**config.mk**
```make
export PLATFORM = sky130hd
export DESIGN_NAME = load_store_unit
export DESIGN_NICKNAME = d
export VERILOG_FILES = /design/src/rtl/load_store_unit.sv
export SDC_FILE = /design/constraint.sdc
export NUM_CORES = 1
export LEC_CHECK = 0
export ABC_AREA = 1
export ABC_CLOCK_PERIOD_IN_PS = 1550
export BUFFER_PORTS_ARGS = -buffer_cell sky130_fd_sc_hd__buf_2
export CAP_MARGIN = 5
export CORE_ASPECT_RATIO = 1.25
export CORE_UTILIZATION = 45
export DETAILED_ROUTE_END_ITERATION = 10
export PLACE_DENSITY = 0.83
export REMOVE_ABC_BUFFERS = 1
export SLEW_MARGIN = 30
export SYNTH_ARGS = -nofsm -noshare
export SYNTH_HDL_FRONTEND = slang
export SYNTH_SLANG_ARGS = --single-unit
```
**constraint.sdc**
```tcl
create_clock -name clk -period 1.55 [get_ports clk]
set_clock_uncertainty 0.15 [all_clocks]
set_input_delay 0.155 -clock clk [delete_from_list [all_inputs] [get_ports clk]]
set_output_delay 0.155 -clock clk [all_outputs]
set_load 0.01 [all_outputs]
```
**src/rtl/load_store_unit.sv**
```systemverilog
// load_store_unit: memory-access stage between the ALU and writeback.
// Runs one valid/grant/rvalid transaction per load/store on the data-memory
// port and returns aligned, sign/zero-extended load data.
//
// Ports:
//   clk, rst_n                     clock, async active-low reset
//   req_valid/req_we/req_funct3    core request (held until done)
//   addr, wdata                    effective address, store data (rs2)
//   stall                          combinational: req_valid & ~done, 0 in reset
//   done, err, rdata               completion pulse, error flag, load result
//   mem_req/we/addr/be/wdata       memory request channel
//   mem_gnt, mem_rvalid, mem_rdata memory grant and read response
//
// Optional feature: define LSU_TIMEOUT_EN to abort a load with err after
// TIMEOUT cycles in WAIT without mem_rvalid.
module load_store_unit #(
    parameter int unsigned WIDTH   = 32,
    parameter int unsigned TIMEOUT = 255
) (
    input  logic             clk,
    input  logic             rst_n,
    input  logic             req_valid,
    input  logic             req_we,
    input  logic [2:0]       req_funct3,
    input  logic [WIDTH-1:0] addr,
    input  logic [WIDTH-1:0] wdata,
    output logic             stall,
    output logic             done,
    output logic             err,
    output logic [WIDTH-1:0] rdata,
    output logic             mem_req,
    output logic             mem_we,
    output logic [WIDTH-1:0] mem_addr,
    output logic [3:0]       mem_be,
    output logic [WIDTH-1:0] mem_wdata,
    input  logic             mem_gnt,
    input  logic             mem_rvalid,
    input  logic [WIDTH-1:0] mem_rdata
);

    // Only a 4-lane 32-bit datapath and a non-zero timeout make sense.
    if (WIDTH != 32 || TIMEOUT == 0) begin : g_param_check
        $error("load_store_unit: WIDTH must be 32 and TIMEOUT non-zero");
    end

    typedef enum logic [1:0] {IDLE, REQ, WAIT, DONE} state_t;

    state_t           state, state_nxt;
    logic             done_nxt, err_nxt, mem_req_nxt;
    logic [WIDTH-1:0] rdata_nxt;
    logic             capture;

    logic             req_legal, req_aligned;
    logic [3:0]       req_be;
    logic [WIDTH-1:0] req_wd;

    logic [2:0]       cap_f3;
    logic [1:0]       cap_off;
    logic [WIDTH-1:0] lane, ld_ext;

`ifdef LSU_TIMEOUT_EN
    localparam int unsigned CNT_W = ($clog2(TIMEOUT + 1) > 8) ? $clog2(TIMEOUT + 1) : 8;
    logic [CNT_W-1:0] tmo_cnt;
`endif

    // Stall the core while a request is pending and not yet completing.
    assign stall = rst_n & req_valid & ~done;

    // Request decode: funct3 legality and natural alignment.
    always_comb begin
        req_aligned = 1'b1;
        if (req_we) begin
            req_legal = (req_funct3[2] == 1'b0) && (req_funct3[1:0] != 2'b11);
        end else begin
            req_legal = (req_funct3[1:0] != 2'b11) && (req_funct3 != 3'b110);
        end
        case (req_funct3[1:0])
            2'b01:   req_aligned = (addr[0] == 1'b0);
            2'b10:   req_aligned = (addr[1:0] == 2'b00);
            default: req_aligned = 1'b1;
        endcase
    end

    // Byte enables and lane-replicated store data.
    always_comb begin
        case (req_funct3[1:0])
            2'b00: begin
                req_be = 4'b0001 << addr[1:0];
                req_wd = {4{wdata[7:0]}};
            end
            2'b01: begin
                req_be = 4'b0011 << {addr[1], 1'b0};
                req_wd = {2{wdata[15:0]}};
            end
            default: begin
                req_be = 4'b1111;
                req_wd = wdata;
            end
        endcase
    end

    // Load extraction from the captured byte offset and size/sign code.
    always_comb begin
        lane = mem_rdata >> {cap_off, 3'b000};
        case (cap_f3)
            3'b000:  ld_ext = {{24{lane[7]}}, lane[7:0]};
            3'b001:  ld_ext = {{16{lane[15]}}, lane[15:0]};
            3'b100:  ld_ext = {24'b0, lane[7:0]};
            3'b101:  ld_ext = {16'b0, lane[15:0]};
            default: ld_ext = lane;
        endcase
    end

    // FSM state register.
    always_ff @(posedge clk or negedge rst_n) begin
        if (!rst_n) begin
            state <= IDLE;
        end else begin
            state <= state_nxt;
        end
    end

    // FSM next-state and next-output logic.
    always_comb begin
        state_nxt   = state;
        done_nxt    = 1'b0;
        err_nxt     = 1'b0;
        mem_req_nxt = 1'b0;
        rdata_nxt   = rdata;
        capture     = 1'b0;
        case (state)
            IDLE: begin
                if (req_valid) begin
                    if (req_legal && req_aligned) begin
                        capture     = 1'b1;
                        mem_req_nxt = 1'b1;
                        state_nxt   = REQ;
                    end else begin
                        done_nxt  = 1'b1;
                        err_nxt   = 1'b1;
                        state_nxt = DONE;
                    end
                end
            end
            REQ: begin
                mem_req_nxt = 1'b1;
                if (mem_gnt) begin
                    mem_req_nxt = 1'b0;
                    if (mem_we) begin
                        done_nxt  = 1'b1;
                        state_nxt = DONE;
                    end else begin
                        state_nxt = WAIT;
                    end
                end
            end
            WAIT: begin
                if (mem_rvalid) begin
                    rdata_nxt = ld_ext;
                    done_nxt  = 1'b1;
                    state_nxt = DONE;
                end
`ifdef LSU_TIMEOUT_EN
                else if (tmo_cnt == CNT_W'(TIMEOUT - 1)) begin
                    done_nxt  = 1'b1;
                    err_nxt   = 1'b1;
                    state_nxt = DONE;
                end
`endif
            end
            DONE: begin
                state_nxt = IDLE;
            end
            default: begin
                state_nxt = IDLE;
            end
        endcase
    end

    // Registered outputs and captured request fields.
    always_ff @(posedge clk or negedge rst_n) begin
        if (!rst_n) begin
            done      <= 1'b0;
            err       <= 1'b0;
            rdata     <= '0;
            mem_req   <= 1'b0;
            mem_we    <= 1'b0;
            mem_addr  <= '0;
            mem_be    <= 4'b0;
            mem_wdata <= '0;
            cap_f3    <= 3'b0;
            cap_off   <= 2'b0;
        end else begin
            done    <= done_nxt;
            err     <= err_nxt;
            rdata   <= rdata_nxt;
            mem_req <= mem_req_nxt;
            if (capture) begin
                mem_we    <= req_we;
                mem_addr  <= {addr[WIDTH-1:2], 2'b00};
                mem_be    <= req_be;
                mem_wdata <= req_wd;
                cap_f3    <= req_funct3;
                cap_off   <= addr[1:0];
            end
        end
    end

`ifdef LSU_TIMEOUT_EN
    // Cycles spent in WAIT; zero on the first WAIT cycle.
    always_ff @(posedge clk or negedge rst_n) begin
        if (!rst_n) begin
            tmo_cnt <= '0;
        end else if (state != WAIT) begin
            tmo_cnt <= '0;
        end else begin
            tmo_cnt <= tmo_cnt + CNT_W'(1);
        end
    end
`endif

endmodule

```
==> results by stage <==
CTS:
- The number of buffers on the longest clock path is 2.
- The CTS clock-pin slew for the worst setup and hold paths is around 0.080 ns.
- The number of sinks driven by the clock tree is between 100 and 150.
- The worst-skew pair later-pin latency is ~0.35 ns.
- Clock tree synthesis selected as its root buffer the cell sky130_fd_sc_hd__clkbuf_16.
- The number of buffers created by CTS is 9.
- TritonCTS built the clock tree.
- The number of H-tree levels is 3.

Run status:
- The flow ran to the end, but the final reports show violations.
- The checks that failed: negative hold slack, negative setup slack.

Worst setup path:
- The element type at the critical path end is a register.
- The critical path data required time is ~1.6 ns.
- The type of the worst setup path is reg -> reg.
- The critical path startpoint category is a register.
- The critical path data arrival time is between 1.5 and 2 ns.
- The top fanout value on the critical path is 20.
- Setup slack on the worst reg-to-reg path comes out at -0.12 ns.

Pwr:
- Summing internal, switching and leakage power gives 15.8 mW.
- Across the VDD grid, the largest voltage drop is 0.981 mV.
- Dividing total power by cell area gives a power density of approximately 1900 mW/mm2.
- Summed over all cells, the static leakage comes to about 4.6 nW.

Place:
- The weighted congestion at the end of routability-driven global placement is between 0.8 and 0.9.
- The HPWL after detailed placement is 10.7 mm.
- The number of input and output port buffers inserted is 207.

STA:
- The worst hold slack across all endpoints is -0.00638 ns.
- The worst path in the final design needs a cycle of roughly 1.7 ns, including I/O delays and setup.
- Setup repair after global routing could not meet its margin everywhere.
- Setup violations remaining at the end of the flow were counted as 89.
- The timing-limited maximum frequency is 0.599 GHz.
- The post-route worst setup slack is -0.120 ns.
- The number of hold violations in the final report is 1.
- After layout, the worst path uses 108% of the clock period.
- The number of pins exceeding their max-slew limit in the final report was 0.

Routing:
- The total length of routed wires is 20.9 mm.
- The first detailed-routing pass took 8 iterations.
- The number of DRC violations after detailed routing is 0.
- The routed length per instance is between 15 and 20 um.
- The total number of vias is 6368.
- The detailed-route vias per instance is 5.38.
- After the first detailed-routing iteration, the DRC count stood at just under 600.
- The number of nets with antenna violations after detailed routing is 0.

Logic synthesis:
- The share of the synthesized area in the top cell type is 50.2%.
- The gate count after technology mapping is 706.
- Counting distinct cell types in the post-synthesis netlist gives 26.
- After synthesis the netlist holds a flip-flop and latch count of 109.
- After synthesis, the most frequently instantiated cells are 295 x sky130_fd_sc_hd__nand2_1, 109 x sky130_fd_sc_hd__dfrtp_1, 53 x sky130_fd_sc_hd__nand3_1.
- In the post-synthesis netlist, the biggest area contributors are sky130_fd_sc_hd__dfrtp_1 50%, sky130_fd_sc_hd__nand2_1 20%, sky130_fd_sc_hd__nand3_1 4.9%, sky130_fd_sc_hd__inv_1 3.2%, sky130_fd_sc_hd__o21ai_0 3.1%.
- Averaged over all synthesized cells, the footprint is 7.69 um2.
- By instance count, the leading cell after synthesis is sky130_fd_sc_hd__nand2_1.
- The share of async-settable or async-resettable flops after synthesis is between 90% and 100%.
- The top flip-flop cell by instance count after synthesis is sky130_fd_sc_hd__dfrtp_1.
- The number of enable-type register cells in the synthesized netlist is 0.
- The biggest area consumer among synthesized cells is sky130_fd_sc_hd__dfrtp_1.
- The share of the yosys chip area belonging to registers is between 50% and 60%.
- Yosys printed 0 warnings.
- The cell area after synthesis is about 0.0054 mm2.

Global route:
- The initial antenna violation count was 0.
- The total overflow reported by the global router is 0.
- The via count of the first global-routing pass came to ~6200.
- The first global-routing pass estimated approximately 30 mm of wire.
- Entering global routing, the biggest net connects 74 pins.
- The overall global routing resource usage is between 30% and 40%.

Die:
- The site row count is 44.
- The floorplan step defined a core boundary enclosing around 0.012 mm2.
- Pin placement for this block handled 210 I/O pins.
- The floorplan step defined a die boundary enclosing ~0.013 mm2.
- The die boundary height is 125 um.
- The effective utilization at floorplan is approximately 47%.
- In this run the horizontal extent of the chip is 100 um.

Final layout:
- The area growth from synthesis to layout is 55.6%.
- The number of fill cells is approximately 830.
- Summing all multi-input logic gate instances after layout gives around 0.0025 mm2.
- The proportion of layout cells with a drive suffix above 1 is 35.6%.
- The sequential standard cell area is ~0.0027 mm2.
- The final layout contains approximately 1100 nets.

Flow run:
- The number of max-cap violations is 0.

Hold path:
- The tightest min-delay check is of the in -> reg type.
cell families after synthesis:
group | share of synthesized area, %
AOI/OAI and AO/OA | 8.46
DFF | 50.2
other | 0.0691
adders and majority gates | 1.84
buffers and inverters | 7.91
and+or+nand+nor | 31.5
area by class of cell:
cell class                      count  area share, %
Timing Repair Buffer              338           29.8
Antenna cell                        1         0.0296
Clock buffer                        9           2.67
Multi-Input combinational cell    506           29.1
Clock inverter                      7           1.23
Sequential cell                   109           32.3
Inverter                           53           2.50
Tap cell                          161           2.38
report_power, final:
group	leakage, nW	internal (mW)	switching [mW]
clock network	0.155	1.44	1.14
logic	3.14	3.59	4.44
registers	1.34	4.24	0.943
total	4.63	9.27	6.53
sequential cells by signal (all words and copies together), names as in the netlist:
| register | flops |
|---|---|
| mem_addr | 30 |
| mem_req | 1 |
| err | 1 |
| state | 2 |
| cap_f3 | 3 |
| rdata | 32 |
| cap_off | 2 |
| mem_we | 1 |
| mem_wdata | 32 |
| mem_be | 4 |
| done | 1 |
through the flow:
stage / setup TNS [ns] / setup WS, ns / instance area (um2) / cells / util, %
floorplan: -62.54 / -0.862 / 5200 / 668 / -
global placement: -0.225 / -0.0133 / 6880 / 1079 / 59.0
detailed placement: -3.45 / -0.0645 / 6880 / 1079 / 59.0
CTS: -0.0502 / -0.0121 / 8090 / 1174 / 69.3
global route: -11.78 / -0.209 / 8450 / 1183 / 72.4
finish: -5.06 / -0.120 / 8450 / 1184 / 72.4
metal layers:
layer / vias to the layer above / share of wire (%) / GRT usage [%]
li1: 2838 / - / -
met1: 2897 / 35 / 37.6
met4: 0 / 5.4 / 13.5
met2: 520 / 49 / 53.3
met3: 113 / 10 / 6.57
met5: - / 0 / 0
final timing paths:
check                           startpoint             to  cells after the start
worst max-delay path              state[1]  mem_wdata[20]                      9
worst min-delay path               addr[1]      mem_be[2]                      3
worst max register to register    state[1]  mem_wdata[20]                      9
worst min register to register    rdata[3]       rdata[3]                      2
max in group asynchronous            rst_n     cap_off[0]                      3
min in group asynchronous            rst_n      rdata[18]                      3
worst max-delay path: stages (launching register included):
cell and delay (ns):
sky130_fd_sc_hd__dfrtp_1 0.41, sky130_fd_sc_hd__inv_2 0.10, sky130_fd_sc_hd__ha_4 0.14, sky130_fd_sc_hd__nand2_2 0.05, sky130_fd_sc_hd__inv_2 0.08, sky130_fd_sc_hd__nand3_4 0.10, sky130_fd_sc_hd__buf_12 0.17, sky130_fd_sc_hd__clkbuf_16 0.19
sky130_fd_sc_hd__nand2_1 0.09, sky130_fd_sc_hd__nand2_1 0.07
placed cells by master (no fill, tap or decap), drive strengths merged, types with 23 or more instances in the layout:
cell / count
dlygate4sd3: 72
or2: 23
nor2: 30
buf: 260
dfrtp: 109
inv: 56
nand3: 57
nand2: 297
o21ai: 49
a21oi: 31
timing repair:
| item | in CTS | in global routing |
|---|---|---|
| setup buffers | 5 | 2 |
| endpoints found under the setup margin | 99 | 101 |
| hold endpoints to repair | 179 | 1 |
| gates resized for setup | 19 | 69 |
| gates cloned | 3 | 7 |
| hold buffers | 71 | 1 |
| pin swaps | 14 | 10 |
(Power assumes the default switching activity.)
